==> src/rtl/riscv_pkg.sv <==
// Shared RISC-V definitions: instruction-type select codes used by the
// immediate extender, major opcode constants, the sequential fetch step,
// and the fetch-buffer entry layout with its opcode pre-decoder.
package riscv_pkg;

    typedef enum logic [1:0] {
        I_TYPE = 2'd0,
        S_TYPE = 2'd1,
        B_TYPE = 2'd2,
        J_TYPE = 2'd3
    } InstType;

    localparam logic [6:0]  OP_BRANCH  = 7'b1100011;
    localparam logic [6:0]  OP_STORE   = 7'b0100011;
    localparam logic [6:0]  OP_JAL     = 7'b1101111;
    localparam logic [31:0] INSTR_STEP = 32'd4;

    // One buffered instruction: word, its PC and its pre-decoded type (66 bits)
    typedef struct packed {
        logic [31:0] data;
        logic [31:0] pc;
        InstType     itype;
    } FetchEntry;

    // R and U formats carry no immediate the extender cares about, so they
    // share the I code with everything else that is not B, S or J.
    function automatic InstType predecode(input logic [6:0] opcode);
        InstType t;
        case (opcode)
            OP_BRANCH: t = B_TYPE;
            OP_STORE:  t = S_TYPE;
            OP_JAL:    t = J_TYPE;
            default:   t = I_TYPE;
        endcase
        return t;
    endfunction

endpackage

==> src/rtl/instr_fifo.sv <==
// Small synchronous FIFO with registered storage, occupancy count and
// simultaneous push/pop (including push while full when a pop frees a slot).
// A flush empties it in one cycle and wins over push and pop.
module instr_fifo #(
    parameter int   DEPTH = 2,
    parameter int   WIDTH = 66,
    localparam int  CW    = $clog2(DEPTH + 1)
) (
    input  logic             clk,
    input  logic             rst,
    input  logic             flush,
    input  logic             push,
    input  logic             pop,
    input  logic [WIDTH-1:0] wdata,
    output logic [WIDTH-1:0] rdata,
    output logic             full,
    output logic             empty,
    output logic [CW-1:0]    count
);

    localparam int AW = (DEPTH > 1) ? $clog2(DEPTH) : 1;

    logic [WIDTH-1:0] mem_q [DEPTH];
    logic [AW-1:0]    rdPtr_q;
    logic [AW-1:0]    wrPtr_q;
    logic [CW-1:0]    count_q;
    logic             doPush;
    logic             doPop;

    function automatic logic [AW-1:0] nextPtr(input logic [AW-1:0] p);
        return (p == AW'(DEPTH - 1)) ? '0 : p + AW'(1);
    endfunction

    assign doPop  = pop && !empty;
    assign doPush = push && (!full || doPop);

    // Storage, pointers and count; storage is cleared on reset so the head reads zero
    always_ff @(posedge clk or posedge rst) begin
        if (rst) begin
            for (int i = 0; i < DEPTH; i++) mem_q[i] <= '0;
            rdPtr_q <= '0;
            wrPtr_q <= '0;
            count_q <= '0;
        end else if (flush) begin
            rdPtr_q <= '0;
            wrPtr_q <= '0;
            count_q <= '0;
        end else begin
            if (doPush) begin
                mem_q[wrPtr_q] <= wdata;
                wrPtr_q        <= nextPtr(wrPtr_q);
            end
            if (doPop) rdPtr_q <= nextPtr(rdPtr_q);
            case ({doPush, doPop})
                2'b10:   count_q <= count_q + CW'(1);
                2'b01:   count_q <= count_q - CW'(1);
                default: count_q <= count_q;
            endcase
        end
    end

    assign rdata = mem_q[rdPtr_q];
    assign full  = (count_q == CW'(DEPTH));
    assign empty = (count_q == '0);
    assign count = count_q;

endmodule

==> src/rtl/instr_fetch.sv <==
// Instruction fetch stage: owns the PC, issues word fetches under a credit
// limit of DEPTH (outstanding fetches plus buffered words), buffers returned
// words with their PC and pre-decoded type, and redirects on taken
// branches/jumps, dropping responses to requests issued before the redirect.
// Optional build macro IFETCH_MISALIGN_CHK_EN adds the fetch_misalign trap,
// which halts fetching on a target with bit 1 set until the next redirect.
module instr_fetch
    import riscv_pkg::*;
#(
    parameter logic [31:0] RESET_PC = 32'h0000_0000,
    parameter int          DEPTH    = 2
) (
    input  logic        clk,
    input  logic        rst,
    output logic        imem_req_valid,
    input  logic        imem_req_ready,
    output logic [31:0] imem_addr,
    input  logic        imem_rsp_valid,
    input  logic [31:0] imem_rsp_data,
    input  logic        redirect_valid,
    input  logic [31:0] redirect_base,
    input  logic [31:0] redirect_imm,
    input  logic        redirect_jalr,
`ifdef IFETCH_MISALIGN_CHK_EN
    output logic        fetch_misalign,
`endif
    output logic        instr_valid,
    input  logic        instr_ready,
    output logic [31:0] instr,
    output logic [31:0] instr_pc,
    output logic [1:0]  inst_type
);

    localparam int CW = $clog2(DEPTH + 1);

    logic [31:0]   pc_q, pc_d;
    logic [31:0]   rspPc_q, rspPc_d;
    logic [CW-1:0] inflight_q, inflight_d;
    logic [CW-1:0] dropCnt_q, dropCnt_d;
    logic [CW-1:0] fifoCount;
    logic [CW:0]   slotsUsed;
    logic [31:0]   target;
    logic          fifoFull, fifoEmpty, fifoPush, fifoPop;
    logic          reqFire, halted;
    FetchEntry     pushEntry, headEntry;

    // Redirect target; jalr clears bit 0 before any alignment check
    always_comb begin
        target = redirect_base + redirect_imm;
        if (redirect_jalr) target[0] = 1'b0;
    end

    // A same-cycle pop frees a slot, which is what sustains one fetch per cycle
    assign slotsUsed      = {1'b0, inflight_q} + {1'b0, fifoCount} - {{CW{1'b0}}, fifoPop};
    assign imem_req_valid = !rst && (slotsUsed < (CW + 1)'(DEPTH)) && !redirect_valid && !halted;
    assign reqFire        = imem_req_valid && imem_req_ready;
    assign imem_addr      = pc_q;

    assign instr_valid = !fifoEmpty;
    assign fifoPop     = instr_valid && instr_ready;
    assign fifoPush    = imem_rsp_valid && !redirect_valid && (dropCnt_q == '0)
                         && (!fifoFull || fifoPop);
    assign pushEntry   = '{data: imem_rsp_data, pc: rspPc_q, itype: predecode(imem_rsp_data[6:0])};

    // Next PC, outstanding/drop counters and PC of the next word to be kept
    always_comb begin
        pc_d       = pc_q;
        rspPc_d    = rspPc_q;
        inflight_d = inflight_q;
        dropCnt_d  = dropCnt_q;
        if (reqFire) pc_d = pc_q + INSTR_STEP;
        case ({reqFire, imem_rsp_valid})
            2'b10:   inflight_d = inflight_q + CW'(1);
            2'b01:   inflight_d = inflight_q - CW'(1);
            default: inflight_d = inflight_q;
        endcase
        if (imem_rsp_valid && (dropCnt_q != '0)) dropCnt_d = dropCnt_q - CW'(1);
        if (fifoPush) rspPc_d = rspPc_q + INSTR_STEP;
        if (redirect_valid) begin
            pc_d      = target;
            rspPc_d   = target;
            dropCnt_d = inflight_q - CW'(imem_rsp_valid);
        end
    end

    // Fetch state registers
    always_ff @(posedge clk or posedge rst) begin
        if (rst) begin
            pc_q       <= RESET_PC;
            rspPc_q    <= RESET_PC;
            inflight_q <= '0;
            dropCnt_q  <= '0;
        end else begin
            pc_q       <= pc_d;
            rspPc_q    <= rspPc_d;
            inflight_q <= inflight_d;
            dropCnt_q  <= dropCnt_d;
        end
    end

`ifdef IFETCH_MISALIGN_CHK_EN
    logic misalign_q, misalign_d;

    // Every redirect re-evaluates the trap, so a good target clears it
    always_comb begin
        misalign_d = misalign_q;
        if (redirect_valid) misalign_d = target[1];
    end

    // Misalignment trap flag
    always_ff @(posedge clk or posedge rst) begin
        if (rst) misalign_q <= 1'b0;
        else     misalign_q <= misalign_d;
    end

    assign halted         = misalign_q;
    assign fetch_misalign = misalign_q;
`else
    assign halted = 1'b0;
`endif

    instr_fifo #(
        .DEPTH (DEPTH),
        .WIDTH ($bits(FetchEntry))
    ) u_fifo (
        .clk   (clk),
        .rst   (rst),
        .flush (redirect_valid),
        .push  (fifoPush),
        .pop   (fifoPop),
        .wdata (pushEntry),
        .rdata (headEntry),
        .full  (fifoFull),
        .empty (fifoEmpty),
        .count (fifoCount)
    );

    assign instr     = headEntry.data;
    assign instr_pc  = headEntry.pc;
    assign inst_type = headEntry.itype;

endmodule

==> config.mk <==
export PLATFORM = sky130hd
export DESIGN_NAME = instr_fetch
export DESIGN_NICKNAME = d
export VERILOG_FILES = /design/src/rtl/riscv_pkg.sv /design/src/rtl/instr_fifo.sv /design/src/rtl/instr_fetch.sv
export SDC_FILE = /design/constraint.sdc
export NUM_CORES = 1
export LEC_CHECK = 0
export BUFFER_PORTS_ARGS = -buffer_cell sky130_fd_sc_hd__buf_4
export CORE_MARGIN = 4
export CORE_UTILIZATION = 55
export CTS_BUF_LIST = sky130_fd_sc_hd__clkbuf_2
export DETAILED_ROUTE_END_ITERATION = 8
export HOLD_SLACK_MARGIN = 0.06
export PLACE_DENSITY_LB_ADDON = 0.3
export REMOVE_ABC_BUFFERS = 1
export SYNTH_ARGS = -nofsm -noshare
export SYNTH_HDL_FRONTEND = slang
export SYNTH_SLANG_ARGS = --single-unit
==> constraint.sdc <==
create_clock -name clk -period 6.8 [get_ports clk]
set_input_delay 0.68 -clock clk [delete_from_list [all_inputs] [get_ports clk]]
set_output_delay 0.68 -clock clk [all_outputs]
set_load 0.005 [all_outputs]
# ---- Word-level counts from Yosys, hierarchy flattened
# Cells that the tools add are included.
dict set report totals {
  reg_bits 204
  latch_bits 0
  mem_bits_rw 0
  mem_bits_ro 0
  out_inout_bits 100
  mem_count 0
}
dict set report classes {
  add_sub_neg 13
  n_mul 0
  div 0
  order_cmp 4
  n_eq_ne 8
  shift 0
  mux 23
  bitwise 3
  reduce_logical 28
}
# operator count
set op_table {}
lappend op_table {{$mux 66} 4}
lappend op_table {{$bwmux 132} 1}
lappend op_table {{$mux 32} 4}
lappend op_table {{$demux 66 s1} 1}
lappend op_table {{$add 32x3->32 const B} 2}
lappend op_table {{$add 32x32->32} 1}
lappend op_table {{$eq 7x7->1 const B} 2}
lappend op_table {{$reduce_bool 2->1} 7}
lappend op_table {{$logic_and 1x1->1} 11}
lappend op_table {{$pmux 2 s2} 2}
lappend op_table {{$eq 7x6->1 const B} 1}
lappend op_table {{$mux 1} 7}
lappend op_table {{$eq 2x2->1 const B} 3}
lappend op_table {{$mux 2} 3}
lappend op_table {{$pmux 2 s3} 1}
lappend op_table {{$sub 2x1->2 const B} 3}
lappend op_table {{$add 2x1->2 const B} 2}
lappend op_table {{$eq 2x1->1 const B} 2}
lappend op_table {{$ge 2x2->1 const B} 2}
lappend op_table {{$logic_not 1->1} 4}
lappend op_table {{$logic_not 2->1} 2}
lappend op_table {{$not 1->2} 2}
lappend op_table {{$add 2x2->3} 1}
lappend op_table {{$lt 3x2->1 const B} 1}
lappend op_table {{8 further kinds} 10}

# ---- Depth between registers and ports, before layout
dict set report logic_depth {
  ltp_word 10
  ltp_mapped 15
}

# ---- By module
# A second synthesis with hierarchy kept.
dict set report unflattened {
  hier_cells 1061
  area_unflattened_um2 11633.7
}
# module instances cells_each area_per_inst_um2
set modules_own_cells {}
lappend modules_own_cells {instr_fifo 1 378 5995.8}
lappend modules_own_cells {instr_fetch 1 683 5637.9}

# ---- Worst setup path after synthesis
# OpenSTA, ideal clock, no wires.
dict set report synth_timing {
  kind {input -> register}
  start {input rst}
  end {register pc_q[27], in the netlist imem_addr[27]}
  setup_time_ns 0.120
  t_arrival_ns 6.589
  slack_ns 0.091
  cell_stages 8
  n_path_buf 0
  cell_sequence {inv_1 > and4_1 > nand2_1 > nor4_4 > nand3_1 > xor2_1 > nand2_1 > and3_1}
}
dict set report synth_between {
  elab_chain_len 5
}
# element line_no
set synth_lines {}
lappend synth_lines {{start, declared} instr_fetch.sv:14} ;# input logic rst,
lappend synth_lines {{$logic_not 1->1 (no source line)} --}
lappend synth_lines {{$logic_and 1x1->1 (2 in series)} instr_fetch.sv:55} ;# assign imem_req_valid = !rst && (slotsUsed < (CW + 1)'(DEPTH)) && !redirect_valid && !halted;
lappend synth_lines {{named net imem_req_valid} instr_fetch.sv:15} ;# output logic imem_req_valid,
lappend synth_lines {{$logic_and 1x1->1} instr_fetch.sv:56} ;# assign reqFire = imem_req_valid && imem_req_ready;
lappend synth_lines {{$reduce_bool 2->1 (no source line)} --}
lappend synth_lines {{end signal, assigned} instr_fetch.sv:94} ;# pc_q <= pc_d;
lappend synth_lines {{end, declared} instr_fetch.sv:36} ;# logic [31:0] pc_q, pc_d;
# The timed path passes the listed nets, and every way through them passes these cells.
# A chain may end at the register's enable or synchronous reset.

# ---- Worst setup path in the final report
dict set report layout_timing {
  start {register u_fifo.count_q[1], in the netlist u_fifo.count[1]}
  end {register pc_q[26], in the netlist imem_addr[26]}
}
dict set report layout_between {
  elab_chain_len 9
}
# element line_no
set layout_lines {}
lappend layout_lines {{start, declared} instr_fifo.sv:26} ;# logic [CW-1:0] count_q;
lappend layout_lines {{start signal, assigned} instr_fifo.sv:55} ;# 2'b10: count_q <= count_q + CW'(1);
lappend layout_lines {{start signal, assigned} instr_fifo.sv:56} ;# 2'b01: count_q <= count_q - CW'(1);
lappend layout_lines {{start signal, assigned} instr_fifo.sv:57} ;# default: count_q <= count_q;
lappend layout_lines {{parallel branches: the longest is 3 deep, another holds $add 2x2->3} --}
lappend layout_lines {{$sub 3x1->3 (*)} instr_fetch.sv:54} ;# assign slotsUsed = {1'b0, inflight_q} + {1'b0, fifoCount} - {{CW{1'b0}}, fifoPop};
lappend layout_lines {{$lt 3x2->1 (*)} instr_fetch.sv:55}
lappend layout_lines {{$logic_and 1x1->1 (*) (2 in series)} instr_fetch.sv:55}
lappend layout_lines {{$logic_and 1x1->1 (*)} instr_fetch.sv:56}
lappend layout_lines {{$reduce_bool 2->1 (no source line) (*)} --}
# Every way passes the cells marked *.

==> results_dict.tcl <==
set metrics [dict create \
    syn-cell-area_um2 11460 \
    drv_slew 0 \
    ctsHtreeMaxLevel 2 \
    final_area_um2 13790 \
    end_kind "flop" \
    synth_edf_count 0 \
    rsz0062_at_grt "false" \
    cts_buffer_depth 3 \
    numCtsBuffers 50 \
    nNetsFinal 1693 \
    fin_crit_ps 3667 \
    start_kind "flop" \
    numClockSinks 204 \
    drc 0 \
    gp_congestion 0.8708 \
    hpwl_mm 19.41 \
    yosysMostFrequentCell "nand2_1" \
    multi_input_area_um2 6023 \
    ant_nets 0 \
    max_freq_mhz 272.7 \
    max_cap_violations 0 \
    fp.dieH_um 152.3 \
    viasPerCell 5.430 \
    powerDensity_nw_per_um2 302.6 \
    synth-seq-area-share 0.4456 \
    synth.area.top_cells "dfrtp_1 45%, nand2_1 15%, mux2_2 6.5%" \
    hold_viol_final 0 \
    synth-warning-count 0 \
    dr.pass1.iters 6 \
    grtUsageTotal 0.2456 \
    outcome "finished clean" \
    ys_types 62 \
    root_buffer "clkbuf_2" \
    ys_seq_elements 204 \
    wl_per_cell_um 15.56 \
    wl_mm 28.83 \
    num_rows 52 \
    grt_max_degree 82 \
    vias 10060 \
    ys_async_sr_fraction 1.000 \
    io_pins 203 \
    postSynthCellCount 1328 \
    gr-total-overflow 0 \
    core_um2 20360 \
    die-width_um 152.3 \
    ctsResizeCount 0 \
    dieArea_um2 23200 \
    drive_gt1_frac 0.2332 \
    port_buffers 202 \
    worst_hold_path_type "input pin to flop" \
    clock_latency_ps 780 \
    grt_pass1_vias 10100 \
    ys.flop_type "dfrtp_1" \
    n_fill_cell 1692 \
    drt_iter0_markers 663 \
    crit_fanout 14 \
    cp.required_ps 7460 \
    worstSetupPathType "flop to flop" \
    grt_first_pass_wirelength_mm 48.76 \
    syn2layout_area_growth_pct 20.34 \
    timing.final.crit_share 0.5392 \
    cts.clk_slew.worst_paths_ps 100 \
    skew_ps 36.45 \
    cts_tree "yes" \
    postSynthAreaPerCell_um2 8.626 \
    place_area_um2 13150 \
    peakVddDrop_mv 0.1205 \
    holdWs_ps 130.5 \
    register_area_um2 5106 \
    tightest_slew_ps 957.6 \
    leakagePower_nw 6.997 \
    initial_utilization 0.5625 \
    cp.arrival_ps 4320 \
    yosys-top-cells-count "461 x nand2_1, 204 x dfrtp_1, 78 x a21oi_1" \
    synth_top_area_share 0.4456 \
    yosys.area.top_type "dfrtp_1" \
    setup_viol 0 \
    max_slew_margin 0.3616 \
    grt_antenna_before_repair 1 \
]
## layer usage
| layer | global-route usage | share of wire | vias up | routed length, um |
|---|---|---|---|---|
| li1 | - | - | 4969 | - |
| met3 | 0.05907 | 0.069 | 52 | 2001 |
| met5 | 0 | 0 | - | 0 |
| met1 | 0.3341 | 0.45 | 4724 | 12960 |
| met4 | 0.07021 | 0.022 | 0 | 630 |
| met2 | 0.3959 | 0.46 | 316 | 13240 |
## placed cells by master, fill, tap and decap left out, types with 16 or more instances in the layout
cell	count
nand2_1	460
buf_4	212
dfrtp_1	203
a21oi_1	78
nor2_1	73
clkbuf_2	71
mux2_2	66
xnor2_1	42
ha_1	38
nand3_1	31
xor2_1	30
o21ai_0	27
dlygate4sd3_1	23
inv_1	21
and3_1	16
nor3_1	16
## critical path, stage by stage, from the launching register on
cell	delay (ps)
dfrtp_1	440
inv_1	120
nand2_1	70
and2_1	180
ha_1	270
nand2b_1	150
fa_1	390
xor2_1	150
and4_1	240
nand2_1	380
nor4_2	600
nand2_1	140
xnor2_1	150
nor2_1	60
a311oi_1	210
## flip-flops by register name, indices dropped and copies added (netlist names)
signal,flops
dropCnt_q,2
imem_addr,32
inflight_q,2
rspPc_q,32
u_fifo.count,2
u_fifo.mem_q,132
u_fifo.rdPtr_q,1
u_fifo.wrPtr_q,1
## cell families (layout without fill, tap and decap cells)
group | count (synthesis) | after routing | share of synthesized area
compound gates | 198 | 198 | 0.1110
xor+xnor | 72 | 72 | 0.05505
fa+ha+maj | 40 | 40 | 0.04500
buf+inv | 87 | 341 | 0.02971
flops | 204 | 204 | 0.4456
mux | 71 | 71 | 0.06924
other cells | 0 | 1 | 0
simple gates | 656 | 656 | 0.2444
## timing repair
action | 4_1_cts | 5_1_grt
buffers inserted | 0 | 0
hold buffers | 23 | 0
endpoints found under the hold margin | 117 | 0
## worst paths after layout
kind / from / endpoint / slack (ps) / cells after the start
worst max-delay path: u_fifo.count[1] / imem_addr[26] / 3130 / 14
worst min-delay path: imem_rsp_data[7] / u_fifo.mem_q[107] / 130 / 3
worst max register to register: u_fifo.count[1] / imem_addr[26] / 3130 / 14
worst min register to register: u_fifo.mem_q[44] / u_fifo.mem_q[44] / 480 / 2
max in group asynchronous: rst / rspPc_q[22] / 4920 / 4
min in group asynchronous: rst / imem_addr[1] / 540 / 3
## report_power, final
group | total, mW | internal, mW | switching (mW)
combinational | 1.54 | 0.802 | 0.739
sequential | 1.89 | 1.61 | 0.279
clock | 0.745 | 0.276 | 0.469
total | 4.17 | 2.69 | 1.49
## metrics by stage
stage                     setup TNS (ps)  power [mW]  worst slack [ps]  utilization  std cells
final                                  0       4.172              3133       0.6769       1853
after global routing                   0       4.499              2903       0.6769       1853
after CTS                              0       4.200              3139       0.6768       1852
after detailed placement               0       3.428              3000       0.6457       1745
after global placement                 0       3.370              3165       0.6457       1745
after floorplan                   -329.4       2.729            -102.7            -       1263
## cell type report
type,instances,area share
clock inverter,13,0.003540
inverter,22,0.006535
antenna,1,0.0001815
clock buffer,71,0.02578
sequential,204,0.3704
tap,270,0.02451
timing repair buffer,235,0.1321
multi-input combinational,1037,0.4369
Note: power is estimated with default switching activity, not from simulation.
